[src/rtl/if_id_queue_if.sv]
// Fetch/decode handshake bundle for the instruction queue between IF and ID.
// master = fetch/decode side, slave = the queue itself.
interface if_id_queue_if #(
    parameter int unsigned DEPTH = 2
);
    logic                         in_valid;
    logic [31:0]                  in_instn;
    logic [31:0]                  in_pc;
    logic                         in_ready;
    logic                         stall_flag;
    logic                         flush;
    logic                         out_valid;
    logic [31:0]                  out_instn;
    logic [31:0]                  out_pc;
    logic [31:0]                  out_pc_plus4;
    logic                         jump_detect;
    logic [25:0]                  jump_address;
    logic [$clog2(DEPTH+1)-1:0]   count;

    modport master (
        output in_valid, in_instn, in_pc, stall_flag, flush,
        input  in_ready, out_valid, out_instn, out_pc, out_pc_plus4,
               jump_detect, jump_address, count
    );

    modport slave (
        input  in_valid, in_instn, in_pc, stall_flag, flush,
        output in_ready, out_valid, out_instn, out_pc, out_pc_plus4,
               jump_detect, jump_address, count
    );
endinterface

[src/rtl/if_id_queue.sv]
// IF/ID instruction queue: circular buffer of {instn, pc} with flush on redirect
// and J/JAL predecode of the head entry.
module if_id_queue #(
    parameter int unsigned DEPTH    = 2,
    parameter logic [31:0] NOP_WORD = 32'h0000_0000
) (
    input logic            clk,
    input logic            reset,
    if_id_queue_if.slave   q
);
    localparam int unsigned PW = (DEPTH > 1) ? $clog2(DEPTH) : 1;
    localparam int unsigned CW = $clog2(DEPTH + 1);

    logic [31:0]   mem_instn [DEPTH];
    logic [31:0]   mem_pc    [DEPTH];
    logic [PW-1:0] rd_ptr;
    logic [PW-1:0] wr_ptr;
    logic [CW-1:0] count_r;

    logic          ready;
    logic          valid;
    logic          push;
    logic          pop;
    logic [31:0]   head_instn;
    logic [31:0]   head_pc;
    logic          is_jump;

    // in_ready looks only at registered occupancy, so a full queue never bypasses
    always_comb begin
        ready      = count_r < CW'(DEPTH);
        valid      = count_r != '0;
        push       = q.in_valid && ready && !q.flush;
        pop        = valid && !q.stall_flag && !q.flush;
        head_instn = valid ? mem_instn[rd_ptr] : NOP_WORD;
        head_pc    = valid ? mem_pc[rd_ptr] : '0;
        is_jump    = valid && (head_instn[31:26] == 6'b000010 ||
                               head_instn[31:26] == 6'b000011);
    end

    assign q.in_ready     = ready;
    assign q.out_valid    = valid;
    assign q.out_instn    = head_instn;
    assign q.out_pc       = head_pc;
    assign q.out_pc_plus4 = head_pc + 32'd4;
    assign q.jump_detect  = is_jump;
    assign q.jump_address = is_jump ? head_instn[25:0] : '0;
    assign q.count        = count_r;

    always_ff @(posedge clk) begin
        if (push) begin
            mem_instn[wr_ptr] <= q.in_instn;
            mem_pc[wr_ptr]    <= q.in_pc;
        end
    end

    always_ff @(posedge clk) begin
        if (reset || q.flush) begin
            rd_ptr  <= '0;
            wr_ptr  <= '0;
            count_r <= '0;
        end else begin
            if (push)
                wr_ptr <= wr_ptr + PW'(1);
            if (pop)
                rd_ptr <= rd_ptr + PW'(1);
            if (push && !pop)
                count_r <= count_r + CW'(1);
            else if (pop && !push)
                count_r <= count_r - CW'(1);
        end
    end
endmodule

[src/flat_wrapper.sv]
// flat-port wrapper written by rule: the top's interface ports become plain ports
module if_id_queue_flat 
#(
    parameter int unsigned DEPTH    = 2,
    parameter logic [31:0] NOP_WORD = 32'h0000_0000
)
  (clk, reset, q_in_valid, q_in_instn, q_in_pc, q_stall_flag, q_flush, q_in_ready, q_out_valid, q_out_instn, q_out_pc, q_out_pc_plus4, q_jump_detect, q_jump_address, q_count);
  if_id_queue_if #(.DEPTH(DEPTH)) q_i ();
  input logic clk;
  input logic reset;
  input wire logic [$bits(q_i.in_valid)-1:0] q_in_valid;
  input wire logic [$bits(q_i.in_instn)-1:0] q_in_instn;
  input wire logic [$bits(q_i.in_pc)-1:0] q_in_pc;
  input wire logic [$bits(q_i.stall_flag)-1:0] q_stall_flag;
  input wire logic [$bits(q_i.flush)-1:0] q_flush;
  output wire logic [$bits(q_i.in_ready)-1:0] q_in_ready;
  output wire logic [$bits(q_i.out_valid)-1:0] q_out_valid;
  output wire logic [$bits(q_i.out_instn)-1:0] q_out_instn;
  output wire logic [$bits(q_i.out_pc)-1:0] q_out_pc;
  output wire logic [$bits(q_i.out_pc_plus4)-1:0] q_out_pc_plus4;
  output wire logic [$bits(q_i.jump_detect)-1:0] q_jump_detect;
  output wire logic [$bits(q_i.jump_address)-1:0] q_jump_address;
  output wire logic [$bits(q_i.count)-1:0] q_count;
  assign q_i.in_valid = q_in_valid;
  assign q_i.in_instn = q_in_instn;
  assign q_i.in_pc = q_in_pc;
  assign q_i.stall_flag = q_stall_flag;
  assign q_i.flush = q_flush;
  assign q_in_ready = q_i.in_ready;
  assign q_out_valid = q_i.out_valid;
  assign q_out_instn = q_i.out_instn;
  assign q_out_pc = q_i.out_pc;
  assign q_out_pc_plus4 = q_i.out_pc_plus4;
  assign q_jump_detect = q_i.jump_detect;
  assign q_jump_address = q_i.jump_address;
  assign q_count = q_i.count;
  if_id_queue #(.DEPTH(DEPTH), .NOP_WORD(NOP_WORD)) u_core (.clk(clk), .reset(reset), .q(q_i));
endmodule
[config.mk]
export PLATFORM = sky130hd
export DESIGN_NAME = if_id_queue_flat
export DESIGN_NICKNAME = d
export VERILOG_FILES = /design/src/rtl/if_id_queue_if.sv /design/src/rtl/if_id_queue.sv /design/src/flat_wrapper.sv
export SDC_FILE = /design/constraint.sdc
export NUM_CORES = 1
export LEC_CHECK = 0
export ABC_AREA = 1
export CORE_MARGIN = 3
export CORE_UTILIZATION = 51
export DETAILED_ROUTE_END_ITERATION = 6
export PLACE_DENSITY = 0.9
export SETUP_SLACK_MARGIN = 0.05
export SYNTH_ARGS = -nofsm -noshare
export SYNTH_HDL_FRONTEND = slang
export SYNTH_SLANG_ARGS = --single-unit
[constraint.sdc]
create_clock -name clk -period 9.5 [get_ports clk]
set_input_delay 1.9 -clock clk [delete_from_list [all_inputs] [get_ports clk]]
set_output_delay 1.9 -clock clk [all_outputs]
set_load 0.005 [all_outputs]
**Yosys cells after proc, flatten, opt, wreduce, memory -nomap -nowiden**

Memory sizes are Yosys's and may differ from the RTL's. A register that Yosys moved wholly into a read port is not among the register bits.
Index checks and enable logic that the tools add are counted.
Widths: inputs -> output; s select.

- Input port bits: 69
- Latch bits: 0
- Register bits after elaboration: 4
- Memories kept: 2
- ROM bits: 0
- Output and inout bits: 127
- Memory bits (writable): 128

- Reduce and logical (&&, ||, !) cells: 15
- Bitwise logic cells: 0
- Multiplexer cells: 11
- Magnitude comparators: 1
- Equal/unequal tests: 2
- Multiply operators: 0
- Add/subtract/negate cells: 5
- Div/mod/pow operators: 0
- Shift-type cells: 0

Memories:

| name | words | bits a word | rd ports | clocked after memory_dff | wr ports | line | RTL |
|---|---|---|---|---|---|---|---|
| u_core.mem_instn | 2 | 32 | 1 | 1 | 1 | if_id_queue.sv:14 | `logic [31:0] mem_instn [DEPTH];` |
| u_core.mem_pc | 2 | 32 | 1 | 1 | 1 | if_id_queue.sv:15 | `logic [31:0] mem_pc [DEPTH];` |

Operator list:

| kind | number |
|---|---|
| $mux 32 | 2 |
| $add 32x3->32 const B | 1 |
| $mux 26 | 1 |
| $eq 6x2->1 const B | 2 |
| $logic_and 1x1->1 | 7 |
| $mux 1 | 6 |
| $logic_not 1->1 | 4 |
| $mux 2 | 2 |
| $reduce_bool 2->1 | 2 |
| $add 1x1->1 const B | 2 |
| $add 2x1->2 const B | 1 |
| $logic_or 1x1->1 | 2 |
| $lt 2x2->1 const B | 1 |
| $sub 2x1->2 const B | 1 |

**Depth between registers and ports, before layout**

- Depth after elaboration: 7
- Gate-level depth with buffers: 15
- Mapped depth without buffers: 13

**Least setup slack after synthesis**

Ideal clock, no wire load.

- Kind: in2reg
- Start point: input q_flush
- End point: memory u_core.mem_instn[1][0] (enable)
- Slack: 4.252 ns
- Required time: 9.012 ns
- Cell stages on the path: 3
- Arrival: 4.760 ns
- Path buffers: 0
- Cell sequence: inv_1 > nand3_1 > nor2_1

- Cells in the longest elaborated chain, start to end: 4

RTL lines:

| element | line | RTL |
|---|---|---|
| start, declared | flat_wrapper.sv:15 | `input wire logic [$bits(q_i.flush)-1:0] q_flush;` |
| $logic_not 1->1 | if_id_queue.sv:32 | `push = q.in_valid && ready && !q.flush;` |
| $logic_and 1x1->1 | if_id_queue.sv:32 |  |
| $mux 1 | if_id_queue.sv:50 | `if (push) begin` |
| $mux 1 (implied by the code) | if_id_queue.sv:51 | `mem_instn[wr_ptr] <= q.in_instn;` |
| end, declared | if_id_queue.sv:14 |  |

No other way between the ends.

==> results.txt <==
The largest fanout of any net on the critical path came out at 64. In the post-route analysis, the smallest setup slack over all paths is 3980 ps. The worst hold path passes through 2 cells. The row count came out at 40. The remaining antenna violation count came out at 0.

The worst-case vdd ir drop is 0.000123 V. The number of cells upsized or downsized after cts is 0. The leakage power total is 3.42 nW. Of the synthesized area, sequential elements account for 61.4%.

After layout, the worst path uses 58.1% of the clock period. The die width is 118 um. Counting the buffers created by CTS gives 17. The arrival time at the worst endpoint is 3620 ps. Static timing analysis puts the maximum clock frequency at 181 MHz. After detailed placement, the design holds a cell count of 1013.

The worst setup path is captured at an output pin. The final-layout setup total negative slack came out at 0 ps. The filler-free cell count of the finished design came out at 1045. The repair_antennas step left the layout with diodes totalling 0. The number of setup buffers added after CTS is 0. TritonCTS built the clock tree.

The count of nets after finishing is 935. The total wire length after detailed routing is 16800 um. The required time of the critical path came out at 7600 ps. The final count of hold timing violations is 0. The routed length per placed instance came out at 16.1 um.

The pre-CTS setup slack came out at 4420 ps. Power spread over the standard cell area amounts to 164 mW/mm^2. The post-synthesis instance area came out at 0.00642 sq mm. The starting density of the core came out at 52.8%.

The area growth from synthesis to layout is 40.9%. The hold slack came out at 483 ps. The first routing iteration left 557 violations. The flow ran to the end, and the final reports show no timing, DRC or antenna violations. The number of vias in the routed layout came out at 5218. The number of endpoints failing setup at the final stage is 0. The type of the worst min-delay path is flip-flop to flip-flop.

The die is 118 um tall. The total of buffers placed on input and output ports is 195. The DRC violation count after routing came out at 0.

The worst register-to-register path has a setup slack of 7140 ps. Global routing consumed, over all layers together, 24.0% of the routing resources. The worst reg-to-reg path cell count came out at 9. The last weighted congestion value of the routability-driven placer is 0.923. The post-detailed-route via-to-cell ratio came out at 4.99. The final critical-path required period came out at 5520 ps. The floorplan die area came out at 0.0140 sq mm. The remaining global-route overflow came out at 0. The maximum buffer depth of the clock tree is 2.

The portion of synthesized cell area occupied by the leading cell type came out at 59.8%. Of all cell types, the one taking the most synthesized area is edfxtp_1. CTS placed an instance of clkbuf_16 at the clock tree root.

The clock net in this run drives a total of 133 sinks. The post-route clock skew came out at 10.0 ps. The core footprint came out at 0.0122 sq mm. The first-pass GRT wire length came out at 26600 um. The critical path in this run is classified as flip-flop to output pin. The post-synthesis cell count is 672. Detailed placement ended at an HPWL of 11600 um. The first-pass iteration count of the detailed router is 6. Entering global routing, the biggest net connects 66 pins.

The flip-flop and latch count after synthesis is 133. Measured against its own limit, the worst slew margin works out to 25.6%. The via count of the first global-routing pass came out at 5325. The final max-slew violation count is 0.

The register clock-pin slew on the reported worst setup and hold paths is 50 ps. The total nets after synthesis is 743. Clock latency on the worst-skew pair, taken at its later pin, is 410 ps. The number of antenna violations at the first check in global routing is 0. The number of levels the H-tree was split into is 4.

The distinct cell type count after synthesis came out at 28. The mean instance size in the synthesized netlist came out at 9.56 sq um. The number of primary I/O pins is 196.

For this run, the number of Yosys warnings is 0. The number of hold buffers added after CTS was 0. The number of max-cap violations came out at 0.

The fraction of final layout cells sized beyond drive strength 1 came out at 8.44%. STA classifies the critical path startpoint as a flip-flop. Sorting the synthesized cells by area gives the leading types as edfxtp_1 60%, nand2_1 11%, nor2_1 7.5%, inv_1 4.3%, nand3_1 2.6%. At the pin with the least slew margin, the transition time is 1120 ps. The total power of the final layout came out at 1.49 mW.

The filler cells instantiated in the layout total 806. Setup repair after global routing left no endpoint under its margin.
[cells by family (layout without fill, tap and decap cells)]
logic type	Yosys count	in the layout	share of synthesized area, %
xor gates and xnor gates	15	15	2.05
buffers and inverters	102	307	7.50
DFF	133	133	61.4
AOI/OAI and AO/OA	14	14	1.15
and+or+nand+nor	406	406	27.5
adders and majority gates	2	2	0.389
[synthesized netlist by cell type, drive strengths merged]
master and count:
nor2 141, a21oi 11, xor2 15, nand4 1, clkbuf 3, buf 23, nor3 28, dfxtp 5
or3 2, nand2 191, or2 2, edfxtp 128, ha 2, o21ai 3, nand3 41, inv 76
[flip-flops by register name, summed over array words and instances (netlist names), named ones only]
name	count
u_core.mem_instn	64
u_core.mem_pc	64
u_core.q.count	2
u_core.rd_ptr	1
u_core.wr_ptr	1
[final timing paths]
kind / from / end
setup reg to reg: u_core.q.count[0] / u_core.q.count[1]
hold / removal: u_core.rd_ptr / u_core.rd_ptr
setup / recovery: flip-flop / q_out_pc_plus4[12]
hold reg to reg: u_core.rd_ptr / u_core.rd_ptr
[stage by stage]
stage	instance area, sq um	util (%)
after floorplan	6420	-
after global placement	8440	69.4
after detailed placement	8440	69.4
after CTS	9050	74.4
after global routing	9050	74.4
final	9050	74.4
[layout make-up]
class                   instances  area, sq um  share of cell area [%]
flip-flops and latches        133         3950                    43.6
clock buffers                  18          429                    4.74
inverters                      76          288                    3.18
well taps                     168          210                    2.32
repair buffers                199         1980                    21.9
clock inverters                14          185                    2.05
multi-input cells             437         2010                    22.2
[per-layer routing]
layer	GRT usage, %	up-vias	part of all wire [%]
li1	-	2545	-
met1	27.8	2414	38
met2	43.3	246	52
met3	6.60	13	9.0
met4	7.18	0	1.3
met5	0	-	0
[power by group]
group          switching (mW)  internal [mW]  leakage [nW]
Combinational          0.0722         0.0741          1.91
Sequential            0.00474          0.662          1.22
Clock                   0.237          0.437         0.287
[cells in the final DEF (no fill, tap or decap), types with 2 or more instances in the layout]
cell	n
clkdlybuf4s50_1	195
nand2_1	180
edfxtp_1	128
nor2_1	126
inv_1	74
nand3_1	33
nor3_1	28
clkbuf_16	17
xor2_1	15
nand2_2	11
a21oi_1	10
nor2_4	8
nand3_2	8
nor2_2	7
bufinv_16	4
clkinvlp_4	4
buf_4	4
dfxtp_1	4
or2_2	2
or3_1	2
o21ai_0	2
ha_1	2
clkinv_4	2
clkinv_1	2
clkinv_2	2
[worst max-delay path: stages, from the launching register on]
cell	delay, ps
dfxtp_2	320
inv_2	760
nor2_1	110
nor2_1	180
nand2_2	130
inv_1	140
ha_1	250
inv_1	110
nor2_4	170
nand2_2	110
nor2_2	190
xor2_1	170
clkdlybuf4s50_1	520
(Power assumes the default switching activity.)
